## src/rtl/dk_audio_pkg.sv

```systemverilog
// Shared types and constants for the audio output mixer.
// Q1.7 gain format: 128 is unity, so the mix is rescaled by >>> 7.
package dk_audio_pkg;

    typedef enum logic [1:0] {
        ST_IDLE,
        ST_ACCUM,
        ST_SAT,
        ST_PUSH
    } mix_state_e;

    localparam int Q17_UNITY = 128;
    localparam int Q_SHIFT   = $clog2(Q17_UNITY);
    localparam int SAT_MAX   = 32767;
    localparam int SAT_MIN   = -32768;

endpackage

```

## src/rtl/sample_fifo.sv

```systemverilog
// First-word-fall-through sample buffer; pointers carry an extra
// wrap bit so full and empty are distinguishable.
module sample_fifo #(
    parameter int WIDTH = 16,
    parameter int DEPTH = 4
) (
    input  logic             clk,
    input  logic             reset,
    input  logic             push_i,
    input  logic [WIDTH-1:0] data_i,
    input  logic             pop_i,
    output logic [WIDTH-1:0] data_o,
    output logic             valid_o,
    output logic             full_o
);

    localparam int AW = $clog2(DEPTH);

    logic [WIDTH-1:0] mem_q [DEPTH];
    logic [AW:0]      wr_q;
    logic [AW:0]      rd_q;
    logic             empty;
    logic             do_pop;
    logic             do_push;

    assign empty  = (wr_q == rd_q);
    assign full_o = (wr_q[AW] != rd_q[AW]) &&
                    (wr_q[AW-1:0] == rd_q[AW-1:0]);
    assign do_pop = pop_i && !empty;
    // A pop in the same cycle frees the slot, so a push into a full
    // buffer still lands when the head is leaving.
    assign do_push = push_i && (!full_o || do_pop);

    assign valid_o = !empty;
    assign data_o  = empty ? '0 : mem_q[rd_q[AW-1:0]];

    // Pointer update; wrap is implicit in the AW+1 bit counters.
    always_ff @(posedge clk or posedge reset) begin
        if (reset) begin
            wr_q <= '0;
            rd_q <= '0;
        end else begin
            if (do_push) wr_q <= wr_q + 1'b1;
            if (do_pop)  rd_q <= rd_q + 1'b1;
        end
    end

    // Storage needs no reset: data_o is masked while empty.
    always_ff @(posedge clk) begin
        if (do_push) mem_q[wr_q[AW-1:0]] <= data_i;
    end

endmodule

```

## src/rtl/dk_audio_out_mixer.sv

```systemverilog
// Mixes NUM_CHANNELS signed samples with Q1.7 gains through one
// shared multiplier, saturates to 16 bits and buffers the result.
module dk_audio_out_mixer
    import dk_audio_pkg::*;
#(
    parameter int NUM_CHANNELS = 4,
    parameter int GAIN_W       = 8,
    parameter int FIFO_DEPTH   = 4
) (
    input  logic                                 clk,
    input  logic                                 reset,
    input  logic                                 audio_clk_en,
    input  logic [NUM_CHANNELS-1:0][15:0]        inputs,
    input  logic [NUM_CHANNELS-1:0][GAIN_W-1:0]  gains,
    output logic signed [15:0]                   out_sample,
    output logic                                 out_valid,
    input  logic                                 out_ready,
    output logic                                 busy,
    output logic                                 overflow,
    output logic                                 collision
);

    localparam int CH_W   = (NUM_CHANNELS > 1) ? $clog2(NUM_CHANNELS) : 1;
    localparam int PROD_W = 16 + GAIN_W + 1;
    localparam int ACC_W  = PROD_W + $clog2(NUM_CHANNELS);
    localparam logic [CH_W-1:0] LAST_CH = CH_W'(NUM_CHANNELS - 1);
    localparam logic signed [ACC_W-1:0] ACC_MAX = ACC_W'(SAT_MAX);
    localparam logic signed [ACC_W-1:0] ACC_MIN = ACC_W'(SAT_MIN);

    mix_state_e                          state_q;
    logic [NUM_CHANNELS-1:0][15:0]       in_snap_q;
    logic [NUM_CHANNELS-1:0][GAIN_W-1:0] gain_snap_q;
    logic signed [ACC_W-1:0]             acc_q;
    logic [CH_W-1:0]                     ch_q;
    logic [15:0]                         result_q;
    logic                                busy_q;
    logic                                overflow_q;
    logic                                collision_q;

    logic signed [15:0]       mul_a;
    logic signed [GAIN_W:0]   mul_b;
    logic signed [PROD_W-1:0] prod;
    logic signed [ACC_W-1:0]  shifted;
    logic [15:0]              sat_d;
    logic                     fifo_full;
    logic                     pop_w;
    logic                     push_w;

    // Shared multiplier: signed sample times zero-extended gain.
    assign mul_a = $signed(in_snap_q[ch_q]);
    assign mul_b = $signed({1'b0, gain_snap_q[ch_q]});
    assign prod  = mul_a * mul_b;

    // Rescale by unity (floor) and clamp to the 16-bit range.
    always_comb begin
        shifted = acc_q >>> Q_SHIFT;
        if (shifted > ACC_MAX)      sat_d = 16'(SAT_MAX);
        else if (shifted < ACC_MIN) sat_d = 16'(SAT_MIN);
        else                        sat_d = shifted[15:0];
    end

    assign pop_w  = out_valid && out_ready;
    assign push_w = (state_q == ST_PUSH);

    // Mix sequencer: snapshot, accumulate, saturate, push.
    always_ff @(posedge clk or posedge reset) begin
        if (reset) begin
            state_q     <= ST_IDLE;
            in_snap_q   <= '0;
            gain_snap_q <= '0;
            acc_q       <= '0;
            ch_q        <= '0;
            result_q    <= '0;
            busy_q      <= 1'b0;
            overflow_q  <= 1'b0;
            collision_q <= 1'b0;
        end else begin
            if (audio_clk_en && state_q != ST_IDLE) collision_q <= 1'b1;
            unique case (state_q)
                ST_IDLE: begin
                    if (audio_clk_en) begin
                        in_snap_q   <= inputs;
                        gain_snap_q <= gains;
                        acc_q       <= '0;
                        ch_q        <= '0;
                        busy_q      <= 1'b1;
                        state_q     <= ST_ACCUM;
                    end
                end
                ST_ACCUM: begin
                    acc_q <= acc_q + ACC_W'(prod);
                    ch_q  <= ch_q + 1'b1;
                    if (ch_q == LAST_CH) state_q <= ST_SAT;
                end
                ST_SAT: begin
                    result_q <= sat_d;
                    state_q  <= ST_PUSH;
                end
                ST_PUSH: begin
                    if (fifo_full && !pop_w) overflow_q <= 1'b1;
                    busy_q  <= 1'b0;
                    state_q <= ST_IDLE;
                end
                default: state_q <= ST_IDLE;
            endcase
        end
    end

    sample_fifo #(
        .WIDTH (16),
        .DEPTH (FIFO_DEPTH)
    ) u_fifo (
        .clk     (clk),
        .reset   (reset),
        .push_i  (push_w),
        .data_i  (result_q),
        .pop_i   (out_ready),
        .data_o  (out_sample),
        .valid_o (out_valid),
        .full_o  (fifo_full)
    );

    assign busy      = busy_q;
    assign overflow  = overflow_q;
    assign collision = collision_q;

endmodule

```

## config.mk

```make
export PLATFORM = sky130hd
export DESIGN_NAME = dk_audio_out_mixer
export DESIGN_NICKNAME = d
export VERILOG_FILES = /design/src/rtl/dk_audio_pkg.sv /design/src/rtl/sample_fifo.sv /design/src/rtl/dk_audio_out_mixer.sv
export SDC_FILE = /design/constraint.sdc
export NUM_CORES = 1
export LEC_CHECK = 0
export CAP_MARGIN = 20
export CELL_PAD_IN_SITES_DETAIL_PLACEMENT = 0
export CELL_PAD_IN_SITES_GLOBAL_PLACEMENT = 1
export CORE_ASPECT_RATIO = 1.2
export CORE_MARGIN = 8
export CORE_UTILIZATION = 44
export DETAILED_ROUTE_END_ITERATION = 8
export GPL_TIMING_DRIVEN = 1
export PLACE_DENSITY = 0.79
export SLEW_MARGIN = 20
export SYNTH_ARGS = -nofsm -noshare
export SYNTH_HDL_FRONTEND = slang
export SYNTH_SLANG_ARGS = --single-unit
```

## constraint.sdc

```tcl
create_clock -name clk -period 6 [get_ports clk]
set_clock_uncertainty 0.1 [all_clocks]
set_input_delay 1.5 -clock clk [delete_from_list [all_inputs] [get_ports clk]]
set_output_delay 1.5 -clock clk [all_outputs]
set_load 0.005 [all_outputs]
```

==> metrics.cfg, run 1 <==
[setup_path]
cp.depth=21
critPathBufInv=7
path_delay_family=adder cells
crit_required_ps=6290
cp_max_fo=7
endpoint_kind=flop
arrival_ps=6400
worstPathCellList=buf_6 > buf_6 > mux4_2 > nand2_4 > fa_1 > inv_2 > fa_1 > inv_1 > fa_1 > inv_2 > fa_1 > inv_1 > fa_1 > inv_2 > ha_4 > and2_4 > o311a_4 > a211oi_4 > nand3_2 > a221oi_2 > mux2_1
crit_top_cell=fa_1
critPathKind=reg2reg
start_kind=flop
worst-r2r-cell-count=21
slowest_delay_ps=550
crit_slowest_cell=fa_1

[synthesis]
syn_inst=1219
synthFlopType=dfrtp_1
synth_edf_count=64
ys_types=51
async_flop_share_pct=70.37
netlist.area_leader.share_pct=26.27
syn_area_um2=14480
seq_area_frac_synth_pct=39.55
syn_area_per_cell_um2=11.88
yosys_warnings=0
synth_seq_cells=216
netlist_top_cells_area=dfrtp_1 (26%), fa_1 (18%), edfxtp_1 (13%)
syn_nets=1515
yosysMostFrequentCell=inv_1
synth_common_cells=inv_1 (209), dfrtp_1 (152), fa_1 (127)
yosysTopAreaCell=dfrtp_1

[finish]
fillers=2645
final_core_util_pct=56.71
drive_gt1_share_pct=27.58
diodes=0
nNetsFinal=1741
syn_to_final_growth_pct=26.69

[cts]
cts_hold_buffers=0
h-tree-depth=1
clockBufferDepth=3
clock_latency_ps=500
cts_made_buffers=22
clkTransAtPathRegs_ps=60
cts_tree=done
cts_root_buffer=clkbuf_16
clock-sinks=216

[route]
via_per_inst=5.018
totalWireLength_um=31100
drt_first_pass_iters=4
drt_iter0_drc=387
route.detailed.wl_per_inst_um=16.65
drt.antenna.violating_nets=0
via_count=9374
drc=0

[timing]
fmax_mhz=163.7
drv_slew=0
fin_crit_ps=6111
hold_violations=0
period_share_pct=101.8
relSlewSlack_pct=36.57
setup_viol=8
finalWorstSetupSlack_ps=-110.5
tightest_slew_ps=950.4
tns_ps=-384.2
rsz0062_at_grt=true

[global_routing]
grt_overflow_total=0
grt_pass1_wl_um=52430
gr-usage-all-layers_pct=16.20
grt_max_degree=82
antenna_found_initial=0
grt_pass1_vias=10230

[floorplan]
die_h_um=214.7
dieWidth_um=181.6
core_um2=32340
io_pins=120
rows=72
start_util_pct=44.76
dieArea_um2=38980

[run_status]
violations=setup timing
status=finished, violations left

[placement]
port_buffers=119
hpwl_um=23350
post-place-ws_ps=-305.0
gp_congestion=0.8407

[worst_hold_path]
whs_path_depth=1
min_path_type=reg2reg

[run]
max_cap_viol_count=0

## stage by stage
| stage | hold WS (ps) | std cells | area, µm² |
|---|---|---|---|
| after floorplan | 349.8 | 1219 | 14560 |
| after global placement | 342.6 | 1791 | 16800 |
| after detailed placement | 368.5 | 1791 | 16800 |
| after CTS | 383.4 | 1853 | 17980 |
| after global routing | 398.7 | 1868 | 18340 |
| final | 374.0 | 1868 | 18340 |
## worst paths after layout
path	start	end	slack [ps]
setup / recovery	ch_q[0]	acc_q[25]	-110
hold / removal	overflow	overflow	370
setup reg to reg	ch_q[0]	acc_q[25]	-110
hold reg to reg	overflow	overflow	370
max in group asynchronous	reset	acc_q[1]	3390
min in group asynchronous	reset	gain_snap_q[7]	1420
## registers in the layout (all words and copies together), names as in the netlist, 2 cells and up
signal	flops
in_snap_q	64
u_fifo.mem_q	64
gain_snap_q	32
acc_q	27
result_q	16
u_fifo.rd_q	3
u_fifo.wr_q	3
ch_q	2
state_q	2
## layout by cell type (no fill, tap or decap), types with 4 or more instances in the layout
master | Yosys | routed
inv_1 | 209 | 195
dfrtp_1 | 152 | 151
fa_1 | 127 | 122
clkdlybuf4s50_1 | 0 | 119
buf_4 | 0 | 102
mux2_2 | 99 | 99
nand2_1 | 97 | 89
edfxtp_1 | 64 | 64
and2_1 | 76 | 62
ha_1 | 69 | 54
mux4_2 | 40 | 41
o21ai_0 | 37 | 26
nor2_1 | 29 | 25
clkbuf_16 | 0 | 23
buf_6 | 0 | 22
nor2b_1 | 17 | 17
xnor2_1 | 18 | 17
a21oi_1 | 28 | 15
o22ai_1 | 15 | 15
ha_4 | 0 | 15
and2_4 | 0 | 14
inv_2 | 0 | 13
xor2_1 | 11 | 11
a21oi_2 | 1 | 11
o21ai_1 | 3 | 10
nand4_1 | 9 | 9
a21o_1 | 9 | 9
nand2b_1 | 7 | 6
nand2_2 | 0 | 5
fa_2 | 0 | 5
buf_12 | 0 | 5
nor3_1 | 5 | 4
nor2_2 | 0 | 4
a32o_1 | 4 | 4
clkinv_1 | 0 | 4
## kinds of logic (layout without fill, tap and decap cells)
| group | Yosys count | count (layout) | share of synthesized area (%) |
|---|---|---|---|
| simple gates | 258 | 258 | 8.946 |
| buf+inv | 257 | 498 | 6.698 |
| flops | 216 | 216 | 39.55 |
| fa+ha+maj | 196 | 196 | 23.53 |
| mux | 143 | 144 | 14.21 |
| compound gates | 120 | 120 | 5.315 |
| xor+xnor | 29 | 29 | 1.755 |
## layer usage
layer	wire (µm)	vias up	track usage (%)
li1	-	4473	-
met1	13430	4657	20.30
met2	15580	195	28.44
met3	1396	49	3.089
met4	695	0	3.886
met5	0	-	0
## cell type report
| type | instances | area (µm²) | area share (%) |
|---|---|---|---|
| multi-input cells | 747 | 8265 | 45.07 |
| flip-flops and latches | 216 | 5727 | 31.23 |
| repair buffers | 249 | 2320 | 12.65 |
| inverters | 209 | 789.5 | 4.305 |
| clock buffers | 28 | 614.3 | 3.350 |
| well taps | 407 | 509.2 | 2.777 |
| clock inverters | 12 | 115.1 | 0.6276 |
## repair_timing
action                                  CTS  global route
gates cloned                              2             0
gates resized for setup                  53            73
setup buffers                            20            17
pin swaps                                47            68
hold endpoints to repair                  0             0
endpoints found under the setup margin   10            15
Power of run 1 is left out: the tool's default activity adds up to more than one toggle a clock period on the data nets, which glitch-free logic cannot reach.
==> run 2: changes to the inputs <==
CORE_UTILIZATION = 23   (was 44)
PLACE_DENSITY = 0.47   (was 0.79)
TNS_END_PERCENT = 20   (was unset)
==> run 2 against run 1 <==
  * The run still ends with setup timing left
  * Cell area up 5.0%
  * Die area up 83%
  * Setup slack worse by 1.0 ps
  * Critical path type unchanged
  * Largest cell class unchanged
==> metrics.cfg, run 2 (synthesized netlist as in run 1, its figures left out) <==
[placement]
hpwl_um=27700  ; was 23350 µm
placed_area_um2=17400  ; was 16800 µm²
port_buffers=119  ; unchanged
gp_congestion=0.7443  ; was 0.8407

[finish]
drive_gt1_share_pct=28.41  ; was 27.58%
layout_common_cells=inv_1 (196), dfrtp_1 (150), buf_4 (120), clkdlybuf4s50_1 (119), fa_1 (116)  ; was inv_1 (195), dfrtp_1 (151), fa_1 (122), clkdlybuf4s50_1 (119), buf_4 (102)
fin_area_um2=19250  ; was 18340 µm²
fillers=6350  ; was 2645
final_core_util_pct=30.96  ; was 56.71%
nNetsFinal=1765  ; was 1741
diodes=0  ; unchanged
final_common_cell=inv_1  ; unchanged
syn_to_final_growth_pct=32.99  ; was 26.69%

[run]
max_cap_viol_count=0  ; unchanged

[setup_path]
start_kind=flop  ; unchanged
arrival_ps=6460  ; was 6400 ps
reg2reg_to=acc_q[21]  ; was acc_q[25]
critPathKind=reg2reg  ; unchanged
worstPathCellList=buf_12 > buf_12 > buf_6 > mux4_2 > and2_4 > fa_1 > fa_1 > fa_1 > fa_1 > inv_1 > fa_1 > inv_2 > ha_4 > nand3_4 > o221ai_2 > a21o_1 > a211oi_4 > a21oi_2 > or3_1 > a32o_1  ; was buf_6 > buf_6 > mux4_2 > nand2_4 > fa_1 > inv_2 > fa_1 > inv_1 > fa_1 > inv_2 > fa_1 > inv_1 > fa_1 > inv_2 > ha_4 > and2_4 > o311a_4 > a211oi_4 > nand3_2 > a221oi_2 > mux2_1
slowest_delay_ps=570  ; was 550 ps
endpoint_kind=flop  ; unchanged
worst-r2r-cell-count=20  ; was 21
r2r-start=ch_q[0]  ; unchanged
crit_required_ps=6350  ; was 6290 ps
crit_slowest_cell=mux4_2  ; was fa_1
cp_max_fo=6  ; was 7
r2r_slack_ps=-110  ; about the same
crit_top_cell=fa_1  ; unchanged

[timing]
setup_viol=5  ; was 8
whs_ps=373.8  ; was 374.0 ps
relSlewSlack_pct=32.63  ; was 36.57%
finalWorstSetupSlack_ps=-111.5  ; was -110.5 ps
drv_slew=0  ; unchanged
fin_crit_ps=6112  ; was 6111 ps
fmax_mhz=163.6  ; was 163.7 MHz
rsz0062_at_grt=true  ; unchanged
hold_violations=0  ; unchanged
tightest_slew_ps=1009  ; was 950.4 ps
period_share_pct=101.9  ; was 101.8%

[route]
via_per_inst=4.063  ; was 5.018
drt_iter0_drc=311  ; was 387
drt.antenna.violating_nets=0  ; unchanged
via_count=9366  ; was 9374
drc=0  ; unchanged
drt_first_pass_iters=4  ; unchanged
totalWireLength_um=37710  ; was 31100 µm
route.detailed.wl_per_inst_um=16.36  ; was 16.65 µm

[cts]
h-tree-depth=1  ; unchanged
cts_root_buffer=clkbuf_16  ; unchanged
cts_hold_buffers=0  ; unchanged
clkTransAtPathRegs_ps=60  ; about the same
cts_made_buffers=27  ; was 22
clock-sinks=216  ; unchanged
clock_latency_ps=560  ; was 500 ps
clockBufferDepth=3  ; unchanged
cts_tree=done  ; unchanged

[floorplan]
dieArea_um2=71260  ; was 38980 µm²
io_pins=120  ; unchanged
start_util_pct=23.28  ; was 44.76%
rows=100  ; was 72
dieWidth_um=245.0  ; was 181.6 µm
die_h_um=290.8  ; was 214.7 µm
core_um2=62180  ; was 32340 µm²

[worst_hold_path]
whs_path_depth=1  ; unchanged
min_path_type=reg2reg  ; unchanged
min_to=overflow  ; unchanged
hp-start=overflow  ; unchanged

[global_routing]
grt_busiest_layer=met2  ; unchanged
grt_use_met3_pct=1.976  ; was 3.089%
use_met2_pct=18.05  ; was 28.44%
grt_max_degree=88  ; was 82
gr-usage-all-layers_pct=10.37  ; was 16.20%
grt_pass1_wl_um=59680  ; was 52430 µm
grt_pass1_vias=10470  ; was 10.23k
grtUsageMet1_pct=13.03  ; was 20.30%
antenna_found_initial=0  ; unchanged
grt_overflow_total=0  ; unchanged

[run_status]
status=finished, violations left  ; unchanged
violations=setup timing  ; unchanged

## run 2: worst max-delay path by stage
stage	from	end	cells after the start
after global placement	ch_q[1]	acc_q[24]	20
after CTS	ch_q[0]	acc_q[25]	21
after detailed placement	ch_q[0]	acc_q[24]	19
after floorplan	ch_q[0]	acc_q[25]	21
final	ch_q[0]	acc_q[21]	20
after global routing	ch_q[0]	acc_q[25]	20
## run 2: layer usage
| layer | wire (µm) | vias to the layer above |
|---|---|---|
| li1 | - | 4550 |
| met1 | 16660 | 4624 |
| met4 | 873 | 0 |
| met5 | 0 | - |
| met2 | 18750 | 149 |
| met3 | 1427 | 43 |
## run 2: final cells by class
cell class                 count  area (µm²)  area share (%)
multi-input combinational    750        8315           43.19
sequential                   216        5728           29.75
timing repair buffer         265        2507           13.02
tap                          816        1021           5.303
inverter                     209       789.5           4.101
clock buffer                  40       775.7           4.029
clock inverter                 9       115.1          0.5979
## run 2: repair_timing
action / CTS / global route
gates cloned: 4 / 2
endpoints found under the setup margin: 12 / 13
endpoints found under the hold margin: 0 / 0
gates resized for setup: 78 / 31
setup buffers: 33 / 11
pin swaps: 81 / 24
## run 2: critical path: cells and delay by family (launching register included)
family          cells  cell delay (ps)
flops               1              410
mux                 1              570
simple gates        3              630
compound gates      5             1050
buf+inv             5              450
fa+ha+maj           6             2800
## run 2: stage by stage
step / worst slack [ps] / TNS, ps / std cells
6_report: -111.5 / -247.4 / 2305
3_3_place_gp: -247.7 / -1588 / 2206
3_5_place_dp: -285.5 / -1893 / 2206
4_1_cts: -67.81 / -224.1 / 2292
5_1_grt: -306.4 / -2383 / 2305
2_1_floorplan: 7.963 / 0 / 1219
Power of run 2 is left out for the same reason.
==> run 3: changes to the inputs <==
CORE_UTILIZATION = 30   (was 23)
PLACE_DENSITY = 0.58   (was 0.47)
==> run 3 against run 2 <==
  * The run still ends with setup timing left
  * Setup slack worse by 7.8 ps
  * Cell area shrank 3.2%
  * Core utilization increased by 8.0 points
  * Global-route usage increased by 1.8 points
  * Sequential cell count did not move
  * Clock-buffer cell count shrank 9
  * Critical path type unchanged
  * Fmax down 0.13%
==> metrics.cfg, run 3 (synthesized netlist as in run 1, its figures left out) <==
[route]
route.detailed.wl_per_inst_um=15.95  ; was 16.36 µm
drt_iter0_drc=274  ; was 311
drc=0  ; unchanged
via_count=9339  ; was 9366
via_per_inst=4.454  ; was 4.063
totalWireLength_um=33440  ; was 37710 µm
drt_first_pass_iters=4  ; unchanged
drt.antenna.violating_nets=0  ; unchanged

[timing]
tns_ps=-322.2  ; was -247.4 ps
fin_crit_ps=6119  ; was 6112 ps
whs_ps=356.2  ; was 373.8 ps
finalWorstSetupSlack_ps=-119.3  ; was -111.5 ps
period_share_pct=102.0  ; was 101.9%
hold_violations=0  ; unchanged
drv_slew=0  ; unchanged
relSlewSlack_pct=33.68  ; was 32.63%
tightest_slew_ps=993.7  ; was 1009 ps
rsz0062_at_grt=true  ; unchanged
setup_viol=4  ; was 5
fmax_mhz=163.4  ; was 163.6 MHz

[setup_path]
worstPathCellList=buf_6 > mux4_2 > buf_4 > and2_4 > fa_1 > fa_1 > fa_1 > fa_1 > inv_1 > fa_1 > inv_2 > ha_4 > a21oi_4 > o221ai_2 > a21o_1 > a211oi_4 > nand3_1 > a221oi_2 > mux2_1  ; was buf_12 > buf_12 > buf_6 > mux4_2 > and2_4 > fa_1 > fa_1 > fa_1 > fa_1 > inv_1 > fa_1 > inv_2 > ha_4 > nand3_4 > o221ai_2 > a21o_1 > a211oi_4 > a21oi_2 > or3_1 > a32o_1
crit_slowest_cell=mux4_2  ; unchanged
slowest_delay_ps=600  ; was 570 ps
endpoint_kind=flop  ; unchanged
cp_max_fo=7  ; was 6
crit_required_ps=6310  ; was 6350 ps
crit_top_cell=fa_1  ; unchanged
arrival_ps=6430  ; was 6460 ps
critPathKind=reg2reg  ; unchanged
start_kind=flop  ; unchanged

[global_routing]
antenna_found_initial=0  ; unchanged
grt_max_degree=90  ; was 88
gr-usage-all-layers_pct=12.14  ; was 10.37%
grt_pass1_vias=10470  ; about the same
grt_overflow_total=0  ; unchanged
grt_pass1_wl_um=55510  ; was 59680 µm

[floorplan]
dieArea_um2=55570  ; was 71260 µm²
io_pins=120  ; unchanged
rows=88  ; was 100
dieWidth_um=216.5  ; was 245.0 µm
start_util_pct=30.22  ; was 23.28%
die_h_um=256.6  ; was 290.8 µm
core_um2=47900  ; was 62180 µm²

[cts]
cts_tree=done  ; unchanged
cts_made_buffers=25  ; was 27
clkTransAtPathRegs_ps=60  ; about the same
clock-sinks=216  ; unchanged
cts_root_buffer=clkbuf_16  ; unchanged
h-tree-depth=1  ; unchanged
clockBufferDepth=3  ; unchanged
cts_hold_buffers=0  ; unchanged
clock_latency_ps=520  ; was 560 ps

[placement]
port_buffers=119  ; unchanged
gp_congestion=0.7655  ; was 0.7443
hpwl_um=26380  ; was 27700 µm

[finish]
final_common_cell=inv_1  ; unchanged
drive_gt1_share_pct=26.86  ; was 28.41%
final_core_util_pct=38.91  ; was 30.96%
nNetsFinal=1745  ; was 1765
syn_to_final_growth_pct=28.75  ; was 32.99%
diodes=0  ; unchanged
layout_common_cells=inv_1 (202), dfrtp_1 (151), fa_1 (123), clkdlybuf4s50_1 (119), buf_4 (109)  ; was inv_1 (196), dfrtp_1 (150), buf_4 (120), clkdlybuf4s50_1 (119), fa_1 (116)

[run_status]
violations=setup timing  ; unchanged
status=finished, violations left  ; unchanged

[run]
max_cap_viol_count=0  ; unchanged

[worst_hold_path]
min_path_type=reg2reg  ; unchanged

==> run 3: changes by cell type in the layout (fill, tap and decap cells not counted), sizes merged <==
cell,delta
buf,-14
clkbuf,-9
clkinv,+5
inv,-1
bufbuf,-1
bufinv,+1
mux4,-3
==> run 3: per-stage QoR <==
| step | cells | instance area (µm²) | worst slack (ps) |
|---|---|---|---|
| 2_1_floorplan | 1219 | 14560 | 7.963 |
| 3_3_place_gp | 2021 | 17130 | -175.1 |
| 3_5_place_dp | 2021 | 17130 | -297.9 |
| 4_1_cts | 2080 | 18310 | -158.9 |
| 5_1_grt | 2097 | 18640 | -289.0 |
| 6_report | 2097 | 18640 | -119.3 |
==> run 3: routing by layer <==
layer  global-route usage, %  up-vias  part of all wire [%]
met2                   21.65      156                    50
met4                   2.708        0                   1.8
met3                   2.179       34                   3.9
li1                        -     4491                     -
met5                       0        -                     0
met1                   15.06     4658                    44
==> run 3: final cells by class <==
class	count	area (µm²)
fill	4722	29260
multi-input combinational	747	8227
sequential	216	5727
timing repair buffer	250	2317
inverter	209	789.5
tap	630	788.3
clock buffer	31	648.1
clock inverter	14	141.4
==> run 3: worst max-delay path: cells and delay by family, from the launching register on <==
family	cells	cell delay, ps
fa+ha+maj	6	2640
compound gates	5	1130
mux	2	940
flops	1	450
buf+inv	4	440
simple gates	2	300
==> run 3: path summary, 6_finish.rpt <==
path | start | cells after the start | to | slack [ps]
max in group asynchronous | reset | 3 | in_snap_q[39] | 3320
min in group asynchronous | reset | 2 | acc_q[2] | 1430
worst max-delay path | ch_q[0] | 19 | acc_q[25] | -120
worst min register to register | overflow | 1 | overflow | 360
worst min-delay path | overflow | 1 | overflow | 360
worst max register to register | ch_q[0] | 19 | acc_q[25] | -120
==> run 3: what timing repair did <==
item,in CTS,in global routing
pin swaps,47,42
resized for setup,55,46
buffers inserted,12,17
endpoints found under the setup margin,9,13
endpoints found under the hold margin,0,0
cloned,2,0
Power of run 3 is left out for the same reason.
